[config.mk]
export PLATFORM = sky130hd
export DESIGN_NAME = simd_normalizer
export DESIGN_NICKNAME = d
export VERILOG_FILES = /design/src/rtl/simd_shifter_pkg.sv /design/src/rtl/simd_normalizer_step.sv /design/src/rtl/simd_normalizer.sv
export SDC_FILE = /design/constraint.sdc
export NUM_CORES = 1
export LEC_CHECK = 0
export ABC_AREA = 1
export CAP_MARGIN = 10
export CORE_MARGIN = 5
export CORE_UTILIZATION = 23
export CTS_CLUSTER_SIZE = 25
export DETAILED_ROUTE_END_ITERATION = 10
export SLEW_MARGIN = 20
export SYNTH_ARGS = -nofsm -noshare
export SYNTH_HDL_FRONTEND = slang
export SYNTH_SLANG_ARGS = --single-unit
export TNS_END_PERCENT = 100
[constraint.sdc]
create_clock -name clk -period 6.35 [get_ports clk]
set_input_delay 0.635 -clock clk [delete_from_list [all_inputs] [get_ports clk]]
set_output_delay 0.635 -clock clk [all_outputs]
set_load 0.05 [all_outputs]
[src/rtl/simd_shifter_pkg.sv]
// Shared types for the SIMD shifter family plus the normalizer's
// stage counter type, FSM states and binary-search stage amounts.
package simd_shifter_pkg;

  typedef logic [31:0] word_t;

  // 2'b11 is left unnamed on purpose; consumers treat it as MODE_4B.
  typedef enum logic [1:0] {
    MODE_1B = 2'b00,
    MODE_2B = 2'b01,
    MODE_4B = 2'b10
  } mode_t;

  typedef logic [4:0] norm_cnt_t;

  // Four shift entries, entry i in bits [5i+4:5i].
  typedef norm_cnt_t [3:0] shift_vec_t;

  typedef enum logic [1:0] {
    ST_IDLE = 2'b00,
    ST_BUSY = 2'b01,
    ST_DONE = 2'b10
  } norm_state_t;

  localparam int unsigned NUM_STAGES = 5;

  localparam norm_cnt_t STAGE_K0 = 5'd16;
  localparam norm_cnt_t STAGE_K1 = 5'd8;
  localparam norm_cnt_t STAGE_K2 = 5'd4;
  localparam norm_cnt_t STAGE_K3 = 5'd2;
  localparam norm_cnt_t STAGE_K4 = 5'd1;

  // Stage index to shift amount k; halves each stage like a binary search.
  function automatic norm_cnt_t stage_k(input logic [2:0] stage);
    case (stage)
      3'd0:    return STAGE_K0;
      3'd1:    return STAGE_K1;
      3'd2:    return STAGE_K2;
      3'd3:    return STAGE_K3;
      default: return STAGE_K4;
    endcase
  endfunction

endpackage

[src/rtl/simd_normalizer_step.sv]
// One binary-search normalization stage: for each lane wider than k whose
// top k bits are all zero, shift that lane left by k and add k to its count.
module simd_normalizer_step
  import simd_shifter_pkg::*;
(
  input  mode_t      mode_i,
  input  norm_cnt_t  k_i,
  input  word_t      word_i,
  input  shift_vec_t shift_i,
  output word_t      word_o,
  output shift_vec_t shift_o
);

  // True when the top kk bits of a width-bit lane (zero-extended) are zero.
  function automatic logic lane_hit(input word_t lane, input int width, input int kk);
    return (lane >> (width - kk)) == '0;
  endfunction

  // Apply the stage to every lane of the current mode; lanes not wider than k pass through.
  always_comb begin
    word_t lane;
    int    kk;
    word_o  = word_i;
    shift_o = shift_i;
    lane    = '0;
    kk      = int'(k_i);
    case (mode_i)
      MODE_1B: begin
        if (kk < 8) begin
          for (int l = 0; l < 4; l++) begin
            lane = 32'(word_i[8*l +: 8]);
            if (lane_hit(lane, 8, kk)) begin
              word_o[8*l +: 8] = 8'(lane << kk);
              shift_o[l]       = shift_i[l] + k_i;
            end
          end
        end
      end
      MODE_2B: begin
        if (kk < 16) begin
          for (int l = 0; l < 2; l++) begin
            lane = 32'(word_i[16*l +: 16]);
            if (lane_hit(lane, 16, kk)) begin
              word_o[16*l +: 16] = 16'(lane << kk);
              shift_o[2*l]       = shift_i[2*l] + k_i;
            end
          end
        end
      end
      default: begin
        lane = word_i;
        if (lane_hit(lane, 32, kk)) begin
          word_o     = lane << kk;
          shift_o[0] = shift_i[0] + k_i;
        end
      end
    endcase
  end

endmodule

[src/rtl/simd_normalizer.sv]
// SIMD leading-zero normalizer: accepts a word, runs five binary-search
// stages (16,8,4,2,1) one per cycle, then a finalize cycle that flags
// all-zero lanes before presenting the result with valid/ready.
module simd_normalizer
  import simd_shifter_pkg::*;
(
  input  logic       clk,
  input  logic       rst,
  input  logic       in_vld,
  output logic       in_rdy,
  input  word_t      in,
  input  mode_t      mode,
  output logic       out_vld,
  input  logic       out_rdy,
  output word_t      out,
  output shift_vec_t shift,
  output logic [3:0] zero
);

  norm_state_t state_q;
  logic [2:0]  stage_q;
  word_t       work_q;
  mode_t       mode_q;
  shift_vec_t  shift_q;
  logic [3:0]  zero_q;
  logic        outVld_q;

  word_t       work_d;
  shift_vec_t  shift_d;
  logic [3:0]  laneZero;

  simd_normalizer_step u_step (
    .mode_i  (mode_q),
    .k_i     (stage_k(stage_q)),
    .word_i  (work_q),
    .shift_i (shift_q),
    .word_o  (work_d),
    .shift_o (shift_d)
  );

  // Per-entry all-zero detection on the working word; shifting never changes zero-ness.
  always_comb begin
    laneZero = '0;
    case (mode_q)
      MODE_1B: begin
        for (int l = 0; l < 4; l++) laneZero[l] = (work_q[8*l +: 8] == '0);
      end
      MODE_2B: begin
        laneZero[0] = (work_q[15:0]  == '0);
        laneZero[2] = (work_q[31:16] == '0);
      end
      default: laneZero[0] = (work_q == '0);
    endcase
  end

  // FSM, stage counter and working registers; out_vld rises on the finalize edge after stage 4.
  always_ff @(posedge clk) begin
    if (rst) begin
      state_q  <= ST_IDLE;
      stage_q  <= '0;
      work_q   <= '0;
      mode_q   <= MODE_4B;
      shift_q  <= '0;
      zero_q   <= '0;
      outVld_q <= 1'b0;
    end else begin
      case (state_q)
        ST_IDLE: begin
          if (in_vld) begin
            work_q  <= in;
            mode_q  <= mode;
            shift_q <= '0;
            zero_q  <= '0;
            stage_q <= '0;
            state_q <= ST_BUSY;
          end
        end
        ST_BUSY: begin
          work_q  <= work_d;
          shift_q <= shift_d;
          if (stage_q == 3'(NUM_STAGES - 1)) begin
            stage_q <= '0;
            state_q <= ST_DONE;
          end else begin
            stage_q <= stage_q + 3'd1;
          end
        end
        ST_DONE: begin
          if (!outVld_q) begin
            zero_q   <= laneZero;
            outVld_q <= 1'b1;
            for (int e = 0; e < 4; e++) begin
              if (laneZero[e]) shift_q[e] <= '0;
            end
          end else if (out_rdy) begin
            outVld_q <= 1'b0;
            state_q  <= ST_IDLE;
          end
        end
        default: state_q <= ST_IDLE;
      endcase
    end
  end

  assign in_rdy  = (state_q == ST_IDLE) && !rst;
  assign out_vld = outVld_q;
  assign out     = work_q;
  assign shift   = shift_q;
  assign zero    = zero_q;

endmodule

=== Yosys cells after proc, flatten, opt, wreduce, memory -nomap -nowiden ===
Index checks and enable logic that the tools add are counted.

* Reductions and logical operators: 34
* Shift operators: 14
* Div/mod/pow operators: 0
* Magnitude comparators: 2
* Add/sub/neg operators: 8
* Bitwise gates (word level): 0
* Mux-type cells: 51
* Equality and inequality tests: 30
* Multipliers: 0

{| class="wikitable"
|+ Operators with widths
! cell !! count
|-
| 32-bit logical NOT || 8
|-
| 32-bit 2-to-1 mux || 4
|-
| 32-bit one-hot mux with 2 select lines || 2
|-
| 8-bit by 32-bit >> shifter with 32-bit output || 4
|-
| 5-bit 2-to-1 mux || 15
|-
| 16-bit by 32-bit >> shifter with 32-bit output || 2
|-
| 20-bit 2-to-1 mux || 3
|-
| 20-bit one-hot mux with 3 select lines || 1
|-
| 7-bit AND reduction || 6
|-
| 16-bit logical NOT || 2
|-
| 8-bit logical NOT || 4
|-
| 16-bit 2-to-1 mux || 2
|-
| 8-bit 2-to-1 mux || 4
|-
| 16-bit by 5-bit << shifter with 16-bit output || 2
|-
| 32-bit by 5-bit << shifter with 32-bit output || 1
|-
| 8-bit by 5-bit << shifter with 8-bit output || 4
|-
| 32-bit by 32-bit >> shifter with 32-bit output || 1
|-
| 3-bit by 2-bit inequality test with 1-bit output, second input constant || 8
|-
| 5-bit adder || 4
|-
| 5-bit one-hot mux with 2 select lines || 2
|-
| 5-bit one-hot mux with 4 select lines || 1
|-
| 2-bit inequality test, second input constant || 9
|-
| 9-bit AND reduction || 2
|-
| 2-bit 2-to-1 mux || 4
|-
| 30 further kinds || 44
|}

* Memories: 0
* Bits in registers: 64
* RAM bits: 0
* Memory bits (read-only): 0
* Output and inout bits: 58
* Bits in latches: 0
* Input bits: 38

=== Longest topological paths before layout ===
* Depth in word-level cells: 9
* Mapped depth: 23
* Mapped depth without buffers: 21

=== Modules after synthesis ===
From an unflattened synthesis, not the netlist that was laid out.

* Cell total of the unflattened synthesis: 1650
* Area, all modules: 8763.4 um2

{| class="wikitable"
|+ Modules (own cells, without submodules)
! module !! cells an instance !! area an instance (um2) !! sequential area each (um2) !! times used
|-
| simd_normalizer_step || 1248 || 5925.7 || 0.0 || 1
|-
| simd_normalizer || 402 || 2837.7 || 1281.2 || 1
|}

=== Worst setup path after synthesis ===
OpenSTA, ideal clock, no wires.

* Kind: register to register
* Start: register stage_q[1]
* End: register shift_q, in the netlist shift[4]
* Required time: 6236 ps
* Data arrival time: 3144 ps
* Slack: 3093 ps
* Period minus slack after synthesis: 3257 ps
* Library setup time: 114 ps
* Stages on the path, launching flop included: 18
* Cells stage by stage: dfxtp_1 -> ha_1 -> ha_1 -> inv_1 -> nand2_4 -> nor2_4 -> buf_2 -> buf_1 -> ha_1 -> fa_1 -> nand2_1 -> inv_1 -> or2_2 -> a21oi_1 -> xor2_1 -> nor2_1 -> nor2_1 -> nor2_1

* Cells in the longest elaborated chain, start to end: 7
* Elaborated cells on any way between the ends: 30

{| class="wikitable"
|+ Ends and longest elaborated chain
! element !! RTL line !! text
|-
| start, declared || simd_normalizer.sv:21 || <nowiki>logic [2:0] stage_q;</nowiki>
|-
| start signal, assigned || simd_normalizer.sv:85 || <nowiki>stage_q <= stage_q + 3'd1;</nowiki>
|-
| 3-bit by 2-bit == test with 1-bit output (tied with other cells) || simd_shifter_pkg.sv:35 || <nowiki>case (stage)</nowiki>
|-
| 5-bit one-hot mux with 4 select lines (*) || simd_shifter_pkg.sv:35 ||
|-
| 6-bit by 5-bit subtractor with 7-bit output (tied with other cells) || simd_normalizer_step.sv:16 || <nowiki>return (lane >> (width - kk)) == '0;</nowiki>
|-
| 32-bit by 32-bit >> shifter with 32-bit output (tied with other cells) || simd_normalizer_step.sv:16 ||
|-
| 32-bit logical NOT (tied with other cells) || simd_normalizer_step.sv:16 ||
|-
| 4-bit by 1-bit inequality test with 1-bit output (no line) (tied with other cells) || n/a ||
|-
| 9-bit AND reduction (no line) or 20-bit one-hot mux with 3 select lines (tied branches) || n/a ||
|-
| end signal, assigned || simd_normalizer.sv:80 || <nowiki>shift_q <= shift_d;</nowiki>
|-
| end, declared || simd_normalizer.sv:24 || <nowiki>shift_vec_t shift_q;</nowiki>
|}

Mark *: on every way between the ends. The rest lies on a longest branch, timed or not. The select of a mux whose other input is x is not followed.
A chain may end at the register's enable or synchronous reset.

=== Worst setup path after layout ===
* Start: register stage_q[1]
* End: register work_q[17] (netlist: out[17])

* Cells in the longest elaborated chain, start to end: 7
* Elaborated cells on any way between the ends: 32

{| class="wikitable"
|+ Ends and longest elaborated chain
! element !! RTL line !! text
|-
| 3-bit by 2-bit == test with 1-bit output (tied with other cells) || simd_shifter_pkg.sv:35 ||
|-
| 5-bit one-hot mux with 4 select lines (*) || simd_shifter_pkg.sv:35 ||
|-
| 6-bit by 5-bit subtractor with 7-bit output (tied with other cells) || simd_normalizer_step.sv:16 ||
|-
| 32-bit by 32-bit >> shifter with 32-bit output (tied with other cells) || simd_normalizer_step.sv:16 ||
|-
| 32-bit logical NOT (tied with other cells) || simd_normalizer_step.sv:16 ||
|-
| 4-bit by 1-bit inequality test with 1-bit output (no line) (tied with other cells) || n/a ||
|-
| 7-bit AND reduction (no line) or 32-bit one-hot mux with 2 select lines (tied branches) || n/a ||
|-
| end signal, assigned || simd_normalizer.sv:70 || <nowiki>work_q <= in;</nowiki>
|-
| end signal, assigned || simd_normalizer.sv:79 || <nowiki>work_q <= work_d;</nowiki>
|-
| end, declared || simd_normalizer.sv:22 || <nowiki>word_t work_q;</nowiki>
|}

Marked as above.

==> impl_metrics.csv <==
group,metric,value,unit
sta,max_slew_margin,39.1,%
logic_synthesis,synth_compound_area_share,15.7,%
grt,antenna_found_initial,0,
cts,cts_setup_buffers,0,
logic_synthesis,yosysTopAreaCell,"nand2_1",
cts,ctsResizeCount,0,
cts,ctsHtreeMaxLevel,3,
cts,clkSlewWorstSetupHoldPaths,0.06,ns
route,routedWlPerCell,18.5,µm
hold_path,hold_start,"zero[2]",
floorplanning,die_w,184,µm
cts,clk_latency,0.34,ns
sta,setup_violations,0,
grt,grt_first_pass_wirelength,48.9,mm
worst_setup_path,ff2ff_setup_slack,1.88,ns
logic_synthesis,synth_warnings,0,
logic_synthesis,synth.cell_area,6940,µm²
route,ant_nets,0,
grt,gr-total-overflow,0,
route,drtIter0Drc,791,
logic_synthesis,yosys-top-cells-area,"nand2_1 (22%), dfxtp_1 (18%), nand3_1 (10%)",
logic_synthesis,synth_seq_cells,64,
cts,clk_path_buf_depth,2,
floorplanning,initial_core_util,23.3,%
cts,root_buffer,"clkbuf_16",
logic_synthesis,synth_xor_area_share,1.01,%
sta,max_freq,224,MHz
power_and_ir_drop,leakagePower,4.06,nW
sta,grt_setup_unrepaired,"false",
finish,areaGrowthSynthToFinish,22.9,%
power_and_ir_drop,p_total,2.62,mW
floorplanning,num_rows,63,
logic_synthesis,ys_types,46,
job,cap_violations,0,
floorplanning,core,29700,µm²
route,dr.pass1.iters,5,
route,totalWireLength,32.0,mm
power_and_ir_drop,ir_worst_vdd,0.136,mV
worst_setup_path,start_kind,"register",
finish,diodes,0,
route,route.detailed.drc,0,
route,route.vias.total,8822,
worst_setup_path,slowest_stage,"nand2_1",
worst_setup_path,critPathKind,"register to register",
logic_synthesis,syn_avg_cell_area,5.47,µm²
logic_synthesis,synth_ff_type,"dfxtp_1",
logic_synthesis,synth_seq_area_share,18.5,%
worst_setup_path,cp.required,6.59,ns
grt,grtUsageTotal,18.5,%
logic_synthesis,synthSimpleGateAreaFrac,48.9,%
sta,fin_skew,0.00514,ns
logic_synthesis,synth_top_family_by_area,"simple AND/OR/NAND/NOR gates",
placed_design,io_buffers,95,
sta,finalMaxSlewViolations,0,
worst_setup_path,r2r_start,"stage_q[1]",
worst_setup_path,cp_max_fo,48,
worst_setup_path,rr_endpoint,"out[17]",
floorplanning,pin_count,96,
grt,grt_max_degree,49,
hold_path,hold_depth,2,
finish,layout-drive-gt1-share,4.57,%
floorplanning,die_h,184,µm
cts,hold_buffers,0,
power_and_ir_drop,power-per-cell-area,308,nW/µm²
cts,cts_sinks,64,
route,vias_per_cell,5.11,
logic_synthesis,synth.top_cells.by_count,"nand2_1 (404), nor2_1 (166), nand3_1 (138)",
sta,final_hold_viol_count,0,
placed_design,dp_cells,1712,
finish,multi_input_area,4910,µm²
logic_synthesis,synth_edf_count,0,
logic_synthesis,yosysTopAreaCellShare,21.9,%
logic_synthesis,syn-num-nets,1332,
worst_setup_path,setup.worst_path.end_class,"register",
logic_synthesis,syn_inst,1269,
sta,fin_crit_sh,70.4,%
logic_synthesis,synth.most_common_cell,"nand2_1",
worst_setup_path,reg2reg_depth,18,
logic_synthesis,synthAdderAreaFrac,4.94,%
cts,cts-buffers-inserted,9,
floorplanning,die-area,33700,µm²
hold_path,holdPathEnd,"zero[2]",
finish,nets,1396,
placed_design,place_congestion,0.964,
finish,fin_util,28.7,%
outcome,status,"finished clean",
worst_setup_path,cpPeakStageDelay,0.63,ns
worst_setup_path,path_cells,"ha_1 -> ha_1 -> buf_4 -> inv_1 -> buf_4 -> nand2_1 -> o21ai_0 -> nand2_1 -> o21ai_1 -> nand2_1 -> nor2_1 -> nand2_1 -> nand2_1 -> nand2_1 -> nand2_2 -> nand3_1 -> nor2_1 -> nor2_1",
finish,final_cells,1726,
hold_path,hold_path_class,"register to register",
sta,setup_tns,0,ns
worst_setup_path,crit_start,"stage_q[1]",
sta,post-route-min-period,4.47,ns
logic_synthesis,synthMuxAreaShare,0,%
finish,n_fill_cell,3357,
placed_design,place_hpwl,24.6,mm
worst_setup_path,worst_ep_arrival_time,4.71,ns
sta,worstMarginPinSlew,0.904,ns
worst_setup_path,timing.critical_path.mode_cell,"nand2_1",
logic_synthesis,async_flop_share,0,%
grt,first_global_vias,8439,
cts,cts_tree,"yes",
finish,final-seq-area,1280,µm²
sequential cells by signal, indices dropped and copies added, names as in the netlist:
| name | cells |
|---|---|
| out | 32 |
| out_vld | 1 |
| zero | 4 |
| mode_q | 2 |
| stage_q | 3 |
| shift | 20 |
| state_q | 2 |
placed cells by master, fill, tap and decap left out, types with 4 or more instances in the layout:
cell type / n
nand3_1: 138
nor2_1: 165
a31oi_1: 8
buf_4: 17
dfxtp_1: 64
a21oi_1: 78
nand3_2: 4
nand4_1: 43
a21boi_0: 6
o21ai_0: 57
nor4_1: 6
o211ai_1: 14
fa_1: 4
inv_1: 128
nand2_1: 404
nor3_1: 6
or2_2: 8
xor2_1: 5
clkdlybuf4s50_1: 95
ha_1: 21
clkbuf_16: 9
o21bai_1: 4
o21ai_1: 5
nand2_2: 6
kinds of logic (layout without fill, tap and decap cells):
group,Yosys count,after routing
xor gates and xnor gates,8,8
AOI/OAI and AO/OA,189,189
and+or+nand+nor,792,792
buffers and inverters,191,258
adders and majority gates,25,25
DFF,64,64
per-stage QoR:
| step | hold WS [ns] | setup slack, ns | cell area, µm² |
|---|---|---|---|
| finish | 0.472 | 1.88 | 8520 |
| global route | 0.503 | 1.50 | 8520 |
| CTS | 0.476 | 1.97 | 8520 |
| detailed placement | 0.468 | 2.00 | 8250 |
| global placement | 0.468 | 2.12 | 8250 |
| floorplan | 0.474 | 3.09 | 6940 |
worst max-delay path, delay by kind of cell, from the launching register on:
| kind | cells | cell delay (ns) |
|---|---|---|
| adders and majority gates | 2 | 0.39 |
| AOI/OAI and AO/OA | 2 | 0.56 |
| and+or+nand+nor | 11 | 2.22 |
| buffers and inverters | 3 | 0.84 |
| DFF | 1 | 0.34 |
how the worst max path moves through the flow:
stage | to | cells after the start
finish | out[17] | 18
global route | out[22] | 19
CTS | out[17] | 18
detailed placement | out[17] | 18
global placement | out[17] | 18
floorplan | shift[4] | 17
area by class of cell:
cell class | instances | area share [%]
tap | 390 | 5.73
multi-input combinational | 1014 | 57.6
sequential | 64 | 15.0
inverter | 132 | 5.81
timing repair buffer | 112 | 12.7
clock buffer | 14 | 3.21
routing by layer:
metal / GRT usage [%] / share of wire (%) / up-vias
li1: - / - / 4283
met1: 24.4 / 43 / 4090
met2: 30.1 / 46 / 389
met3: 3.38 / 8.1 / 60
met4: 6.82 / 3.4 / 0
met5: 0 / 0 / -
where the power goes:
part,switching [mW],internal [mW]
Combinational,1.14,0.465
Sequential,0.0780,0.464
Clock,0.184,0.292
Power figures use the tool's default switching activity.
